**src/rtl/ram_arbiter.sv**
```systemverilog
// ram_arbiter: two-port round-robin front end for a single-port synchronous RAM.
// Every grant runs the fixed sequence IDLE -> ACCESS -> WAIT -> DONE, so a
// request sampled in IDLE completes with a done pulse three cycles later and
// the next grant can be taken one cycle after that.

// Per-port read-data holder: keeps the last word this port read.
module ram_arbiter_port #(
  parameter int DATA_W = 32
) (
  input  logic              clock,
  input  logic              reset,
  input  logic              capture,
  input  logic [DATA_W-1:0] mem_dout,
  output logic [DATA_W-1:0] rdata
);

  // Load the RAM word when this port's read completes; hold it otherwise.
  always_ff @(posedge clock) begin
    if (reset)        rdata <= '0;
    else if (capture) rdata <= mem_dout;
  end

endmodule

module ram_arbiter #(
  parameter int ADDR_W = 8,
  parameter int DATA_W = 32
) (
  input  logic              clock,
  input  logic              reset,
  input  logic              req0,
  input  logic              req1,
  input  logic              we0,
  input  logic              we1,
  input  logic [ADDR_W-1:0] adr0,
  input  logic [ADDR_W-1:0] adr1,
  input  logic [DATA_W-1:0] wdata0,
  input  logic [DATA_W-1:0] wdata1,
  output logic              done0,
  output logic              done1,
  output logic [DATA_W-1:0] rdata0,
  output logic [DATA_W-1:0] rdata1,
  output logic [ADDR_W-1:0] mem_adr,
  output logic [DATA_W-1:0] mem_din,
  output logic              mem_wr,
  input  logic [DATA_W-1:0] mem_dout,
  output logic              busy
);

  localparam int NUM_PORTS = 2;

  typedef enum logic [1:0] {IDLE, ACCESS, WAIT, DONE} state_t;

  typedef struct packed {
    logic              we;
    logic [ADDR_W-1:0] adr;
    logic [DATA_W-1:0] wdata;
  } req_t;

  state_t                           state, state_nxt;
  logic   [NUM_PORTS-1:0]           req_vld;
  req_t   [NUM_PORTS-1:0]           req_in;
  logic                             grant;      // some port is requesting
  logic                             win;        // port that would be granted now
  logic                             gnt;        // port owning the in-flight access
  logic                             last;       // last-served port
  logic                             write_flag; // in-flight access is a write
  logic   [NUM_PORTS-1:0]           done_v;
  logic   [NUM_PORTS-1:0]           capture;
  logic   [NUM_PORTS-1:0][DATA_W-1:0] rdata_v;

  assign req_vld   = {req1, req0};
  assign req_in[0] = {we0, adr0, wdata0};
  assign req_in[1] = {we1, adr1, wdata1};

  // Round-robin pick: a lone requester wins; on a tie the port not served last wins.
  always_comb begin
    grant = |req_vld;
    win   = 1'b0;
    if (&req_vld) win = ~last;
    else          win = req_vld[1];
  end

  // Sequencer next state and the state-decoded strobes.
  always_comb begin
    state_nxt = state;
    busy      = 1'b1;
    mem_wr    = 1'b0;
    done_v    = '0;
    capture   = '0;
    case (state)
      IDLE: begin
        busy = 1'b0;
        if (grant) state_nxt = ACCESS;
      end
      ACCESS: begin
        // The RAM takes the write on the edge leaving ACCESS, so one pulse per write.
        mem_wr    = write_flag;
        state_nxt = WAIT;
      end
      WAIT: begin
        // mem_dout now reflects the address presented in ACCESS.
        capture[gnt] = ~write_flag;
        state_nxt    = DONE;
      end
      DONE: begin
        done_v[gnt] = 1'b1;
        state_nxt   = IDLE;
      end
      default: state_nxt = IDLE;
    endcase
  end

  // State register; reset aborts any in-flight access.
  always_ff @(posedge clock) begin
    if (reset) state <= IDLE;
    else       state <= state_nxt;
  end

  // Latch the winner's request on a grant so requesters are free to move on.
  always_ff @(posedge clock) begin
    if (reset) begin
      mem_adr    <= '0;
      mem_din    <= '0;
      write_flag <= 1'b0;
      gnt        <= 1'b0;
      last       <= 1'b1;
    end else if (state == IDLE && grant) begin
      mem_adr    <= req_in[win].adr;
      mem_din    <= req_in[win].wdata;
      write_flag <= req_in[win].we;
      gnt        <= win;
      last       <= win;
    end
  end

  for (genvar i = 0; i < NUM_PORTS; i++) begin : g_port
    ram_arbiter_port #(.DATA_W(DATA_W)) u_port (
      .clock    (clock),
      .reset    (reset),
      .capture  (capture[i]),
      .mem_dout (mem_dout),
      .rdata    (rdata_v[i])
    );
  end

  assign done0  = done_v[0];
  assign done1  = done_v[1];
  assign rdata0 = rdata_v[0];
  assign rdata1 = rdata_v[1];

endmodule

```
**config.mk**
```make
export PLATFORM = sky130hd
export DESIGN_NAME = ram_arbiter
export DESIGN_NICKNAME = d
export VERILOG_FILES = /design/src/rtl/ram_arbiter.sv
export SDC_FILE = /design/constraint.sdc
export NUM_CORES = 1
export LEC_CHECK = 0
export BUFFER_PORTS_ARGS = -buffer_cell sky130_fd_sc_hd__buf_2
export CORE_AREA = 2 2 117 119
export CTS_CLUSTER_SIZE = 10
export DETAILED_ROUTE_END_ITERATION = 8
export DIE_AREA = 0 0 119 121
export PLACE_DENSITY = 0.65
export SKIP_LAST_GASP = 1
export SYNTH_ARGS = -nofsm -noshare
export SYNTH_HDL_FRONTEND = slang
export SYNTH_SLANG_ARGS = --single-unit
export TNS_END_PERCENT = 100
```
**constraint.sdc**
```tcl
create_clock -name clock -period 1.65 [get_ports clock]
set_clock_uncertainty 0.1 [all_clocks]
set_input_delay 0.33 -clock clock [delete_from_list [all_inputs] [get_ports clock]]
set_output_delay 0.33 -clock clock [all_outputs]
set_load 0.02 [all_outputs]
```
# After elaboration in Yosys (flattened, before gate mapping)

Index checks and enable logic that the tools add are counted.

Add/subtract/negate cells: 0
$mul: 0
Divide/modulo/power cells: 0
Order comparisons: 3
Equality and inequality tests: 4
Shifts and indexed selects: 0
Mux-type cells: 11
Bitwise logic cells: 3
Reductions and logical operators: 5

Operators with widths:

| kind                                               | number |
|---|---|
| 2-to-1 mux 41 bit                                  | 2 |
| one-hot mux 2 bit (4 select lines)                 | 1 |
| 2-to-1 mux 2 bit                                   | 3 |
| == test 2 bit, second input constant               | 2 |
| < comparator 1 x 2 -> 1 bit, second input constant | 2 |
| 2-to-1 mux 1 bit                                   | 4 |
| bitwise AND 2 bit                                  | 1 |
| == test 2 x 1 -> 1 bit, second input constant      | 1 |
| logical AND 1 bit                                  | 2 |
| zero test 2 bit                                    | 1 |
| inequality test 2 bit, second input constant       | 1 |
| inverter 1 bit                                     | 2 |
| AND reduction 2 bit                                | 1 |
| OR reduction 2 bit                                 | 1 |
| demux 1 bit (select 1 bit)                         | 1 |
| >= comparator 1 bit, second input constant         | 1 |

Bits in registers: 109
Latch bits: 0
RAM bits: 0
ROM bits: 0
Word-level logic and storage cells: 34
Memories kept: 0

# Longest topological paths before layout

Depth after elaboration: 6
Depth in mapped cells: 7
Depth with buffers taken out: 5

# By module

A second synthesis with hierarchy kept.

Cell total of the unflattened synthesis: 466
Area total of the unflattened synthesis: 4576.9 um^2

Modules (own cells, without submodules):

| module           | instances | cells each | area an instance (um^2) | seq. area each (um^2) |
|---|---|---|---|---|
| ram_arbiter_port | 2         | 103        | 1163.6                  | 640.6 |
| ram_arbiter      | 1         | 260        | 2249.7                  | 900.9 |

# Worst setup path before layout

Ideal clock, no wire load.

Path kind: reg2reg
Start point: register state[0]
End point: register g_port[0].u_port.rdata[10]
Setup time: 0.132 ns
Arrival time: 1.341 ns
Data required time: 1.418 ns
Path slack: 0.076 ns
Stages on the path, launching flop included: 8
Path buffers: 2
Period minus slack after synthesis: 1.574 ns
Path through: dfxtp_1 -> inv_1 -> ha_1 -> or3b_1 -> buf_2 -> buf_2 -> nand2_1 -> a21oi_1

Longest elaborated chain between the ends: 2

RTL lines:

| element                | RTL line | text |
|---|---|---|
| from (decl)            | 60       | `state_t state, state_nxt;` |
| from (signal assigned) | 117      | `else state <= state_nxt;` |
| == test 2 bit          | 91       | `case (state)` |
| 2-to-1 mux 2 bit       | 91       |  |
| to (signal assigned)   | 20       | `else if (capture) rdata <= mem_dout;` |
| to (decl)              | 14       | `output logic [DATA_W-1:0] rdata` |

No other way between the ends.
A chain may end at the register's enable or synchronous reset.

# Final worst setup path

Start point: register state[1]
End point: output done0

Longest elaborated chain between the ends: 2

RTL lines:

| element          | RTL line | text |
|---|---|---|
| == test 2 bit    | 91       |  |
| 2-to-1 mux 2 bit | 91       |  |
| to (decl)        | 39       | `output logic done0,` |

No other way between the ends.

==> flow_summary.toml <==
[pwr]
p_leak_nw = 2.85
ir_worst_vdd_mv = 0.780
power_per_cell_area_mw_per_mm2 = 1570

[worst_hold_path]
hp-class = "in -> reg"

[timing]
fin_ws_ns = -0.0219
slew_headroom_pct = 78.7
setup_violations = 3
post-route-period-util_pct = 101
rsz0062_at_grt = "true"
worstMarginPinSlew_ns = 0.320
fin_crit_ns = 1.67
whs_ns = 0.130
drv_slew = 0
finalHoldViolCount = 0
fmax_mhz = 598

[drt]
ant_nets = 0
drc = 0
vias = 4419
wire_per_inst_um = 13.9
drt-total-wl_mm = 13.1
detail_route.iter0.violations = 179
viasPerCell = 4.70
drt_pass1_iterations = 4

[worst_setup_path]
crit_type = "reg -> out"
end_kind = "primary output"
start_kind = "register"
cp_max_fo = 4
cp.arrival_ns = 1.24
cp_data_required_time_ns = 1.22

[finish]
syn2layout_area_growth_pct = 40.0
final_net_count = 882
utilization_pct = 47.9
n_antenna_cell = 0
layout.cells.most_common = "buf_2"
fillers = 1323
layout_common_cells = "buf_2 (220), nand2_1 (169), dfxtp_1 (107)"
design_area_mm2 = 0.00627
layout-drive-gt1-share_pct = 42.3

[synthesis]
synth_top_area_cell = "dfxtp_1"
yosysWarnings = 0
yosysTopAreaCellShare_pct = 48.8
avgSynthCellArea_um2 = 8.30
synthMuxAreaShare_pct = 0.224
synth_top_cells_by_area = "dfxtp_1 (49%), nand2_1 (14%), a21oi_1 (12%)"
ys_seq_area_share_pct = 48.8
synth-seq-cells = 109
synth_top_family_by_area = "compound AO/OA/AOI/OAI gates"
synth_compound_area_share_pct = 24.7
syn_inst = 539
synth.distinct_cells = 29
post_synth_instance_area_mm2 = 0.00448
yosys.area_share.adder_pct = 1.40
syn-num-nets = 662
yosys.area_share.simple_pct = 19.5
synthXorXnorAreaFrac_pct = 0

[global_route]
first_global_vias = 4208
grt_pass1_wl_mm = 20.7
track_usage_pct = 17.8
overflow = 0
grt_max_degree = 63
antenna_found_initial = 1

[clocking]
clkLatencyLatePin_ns = 0.34
root_buffer = "clkbuf_16"
clk_path_buf_depth = 2
htree_num_levels = 3
cts_num_sinks = 109
hold_buffers = 0
cts_tree = "built"
clk_pin_slew_ns = 0.07
cts_made_buffers = 9

[floorplanning]
fp.dieH_um = 121
row_count = 42
die_x_um = 119
io_pins = 226
start_util_pct = 34.2
die_area_mm2 = 0.0144
core_area_mm2 = 0.0131

[outcome]
violations = "setup timing"
status = "finished with violations"

[placement]
io_buffers = 225
place_area_mm2 = 0.00586
gp_congestion = 0.789
post-place-ws_ns = 0.0156
dp_hpwl_mm = 9.60

[job]
drv_cap = 0
## layout make-up
cell class                 count  area [µm²]  area share, %
inverter                       3        11.3          0.180
tap                          176         220           3.51
timing repair buffer         253        1460           23.3
sequential                   109        2190           34.9
multi-input combinational    383        2120           33.8
clock inverter                 3        21.3          0.339
clock buffer                  13         250           3.99
## registers in the layout, summed over array words and instances, names as in the netlist
signal,flops
g_port.u_port.rdata,64
gnt,1
last,1
mem_adr,8
mem_din,32
state,2
write_flag,1
## cell families (layout without fill, tap and decap cells)
family,after synthesis,count (layout)
and+or+nand+nor,223,223
muxes,1,1
DFF,109,109
buffers and inverters,47,272
AOI/OAI and AO/OA,154,154
adders and majority gates,5,5
## through the flow
| stage | setup TNS [ns] | power (mW) | std cells |
|---|---|---|---|
| final | -0.0415 | 9.85 | 940 |
| after global routing | -0.939 | 10.5 | 940 |
| after CTS | -0.133 | 9.90 | 940 |
| after detailed placement | 0 | 7.67 | 921 |
| after global placement | 0 | 7.63 | 921 |
| after floorplan | 0 | 6.26 | 539 |
## cell usage after synthesis
| cell type | n |
|---|---|
| nor2_1 | 45 |
| dfxtp_1 | 109 |
| a22oi_1 | 1 |
| a21boi_4 | 1 |
| inv_1 | 3 |
| clkbuf_1 | 12 |
| buf_1 | 1 |
| buf_6 | 4 |
| a21bo_1 | 1 |
| or2_2 | 1 |
| o21a_1 | 1 |
| and2_1 | 2 |
| mux2i_1 | 1 |
| a31oi_1 | 1 |
| a21oi_1 | 105 |
| o21ai_2 | 1 |
| nor3b_2 | 1 |
| buf_2 | 26 |
| nand3b_1 | 1 |
| or3b_2 | 1 |
| a211oi_2 | 39 |
| ha_1 | 5 |
| nor2b_1 | 1 |
| buf_4 | 1 |
| a211oi_1 | 3 |
| or3b_1 | 1 |
| nand2_1 | 169 |
| a21oi_2 | 1 |
| and3b_1 | 1 |
## critical path, cell delays in order, from the launching register on
cell     delay (ns)
dfxtp_4        0.36
buf_6          0.12
ha_4           0.14
nor2b_1        0.12
buf_4          0.17
## repair_timing
action,4_1_cts,5_1_grt
pin swaps,2,0
resized for setup,20,11
setup endpoints to repair,4,67
setup buffers,3,0
cloned,0,0
## final timing paths
path	from	cells past startpoint	endpoint	slack, ns
setup reg to reg	state[0]$_SDFFE_PP0P_	6	g_port[0].u_port.rdata[13]$_SDFFE_PP0P_	0.06
hold reg to reg	g_port[1].u_port.rdata[10]$_SDFFE_PP0P_	2	g_port[1].u_port.rdata[10]$_SDFFE_PP0P_	0.35
setup / recovery	state[1]$_SDFFE_PP0P_	4	done0	-0.02
hold / removal	mem_dout[15]	3	g_port[1].u_port.rdata[15]$_SDFFE_PP0P_	0.13
## routing by layer
layer	GRT usage, %	vias to the layer above	part of all wire, %
li1	-	2232	-
met2	30.9	168	47
met1	21.3	2001	43
met3	5.59	16	7.9
met5	0	-	0.11
met4	4.69	2	1.3
## report_power, final
| part | internal, mW | switching [mW] | leakage (nW) |
|---|---|---|---|
| combinational | 1.74 | 2.58 | 1.83 |
| sequential | 3.21 | 0.310 | 0.891 |
| clock | 1.07 | 0.938 | 0.130 |
Note: power is estimated with default switching activity, not from simulation.
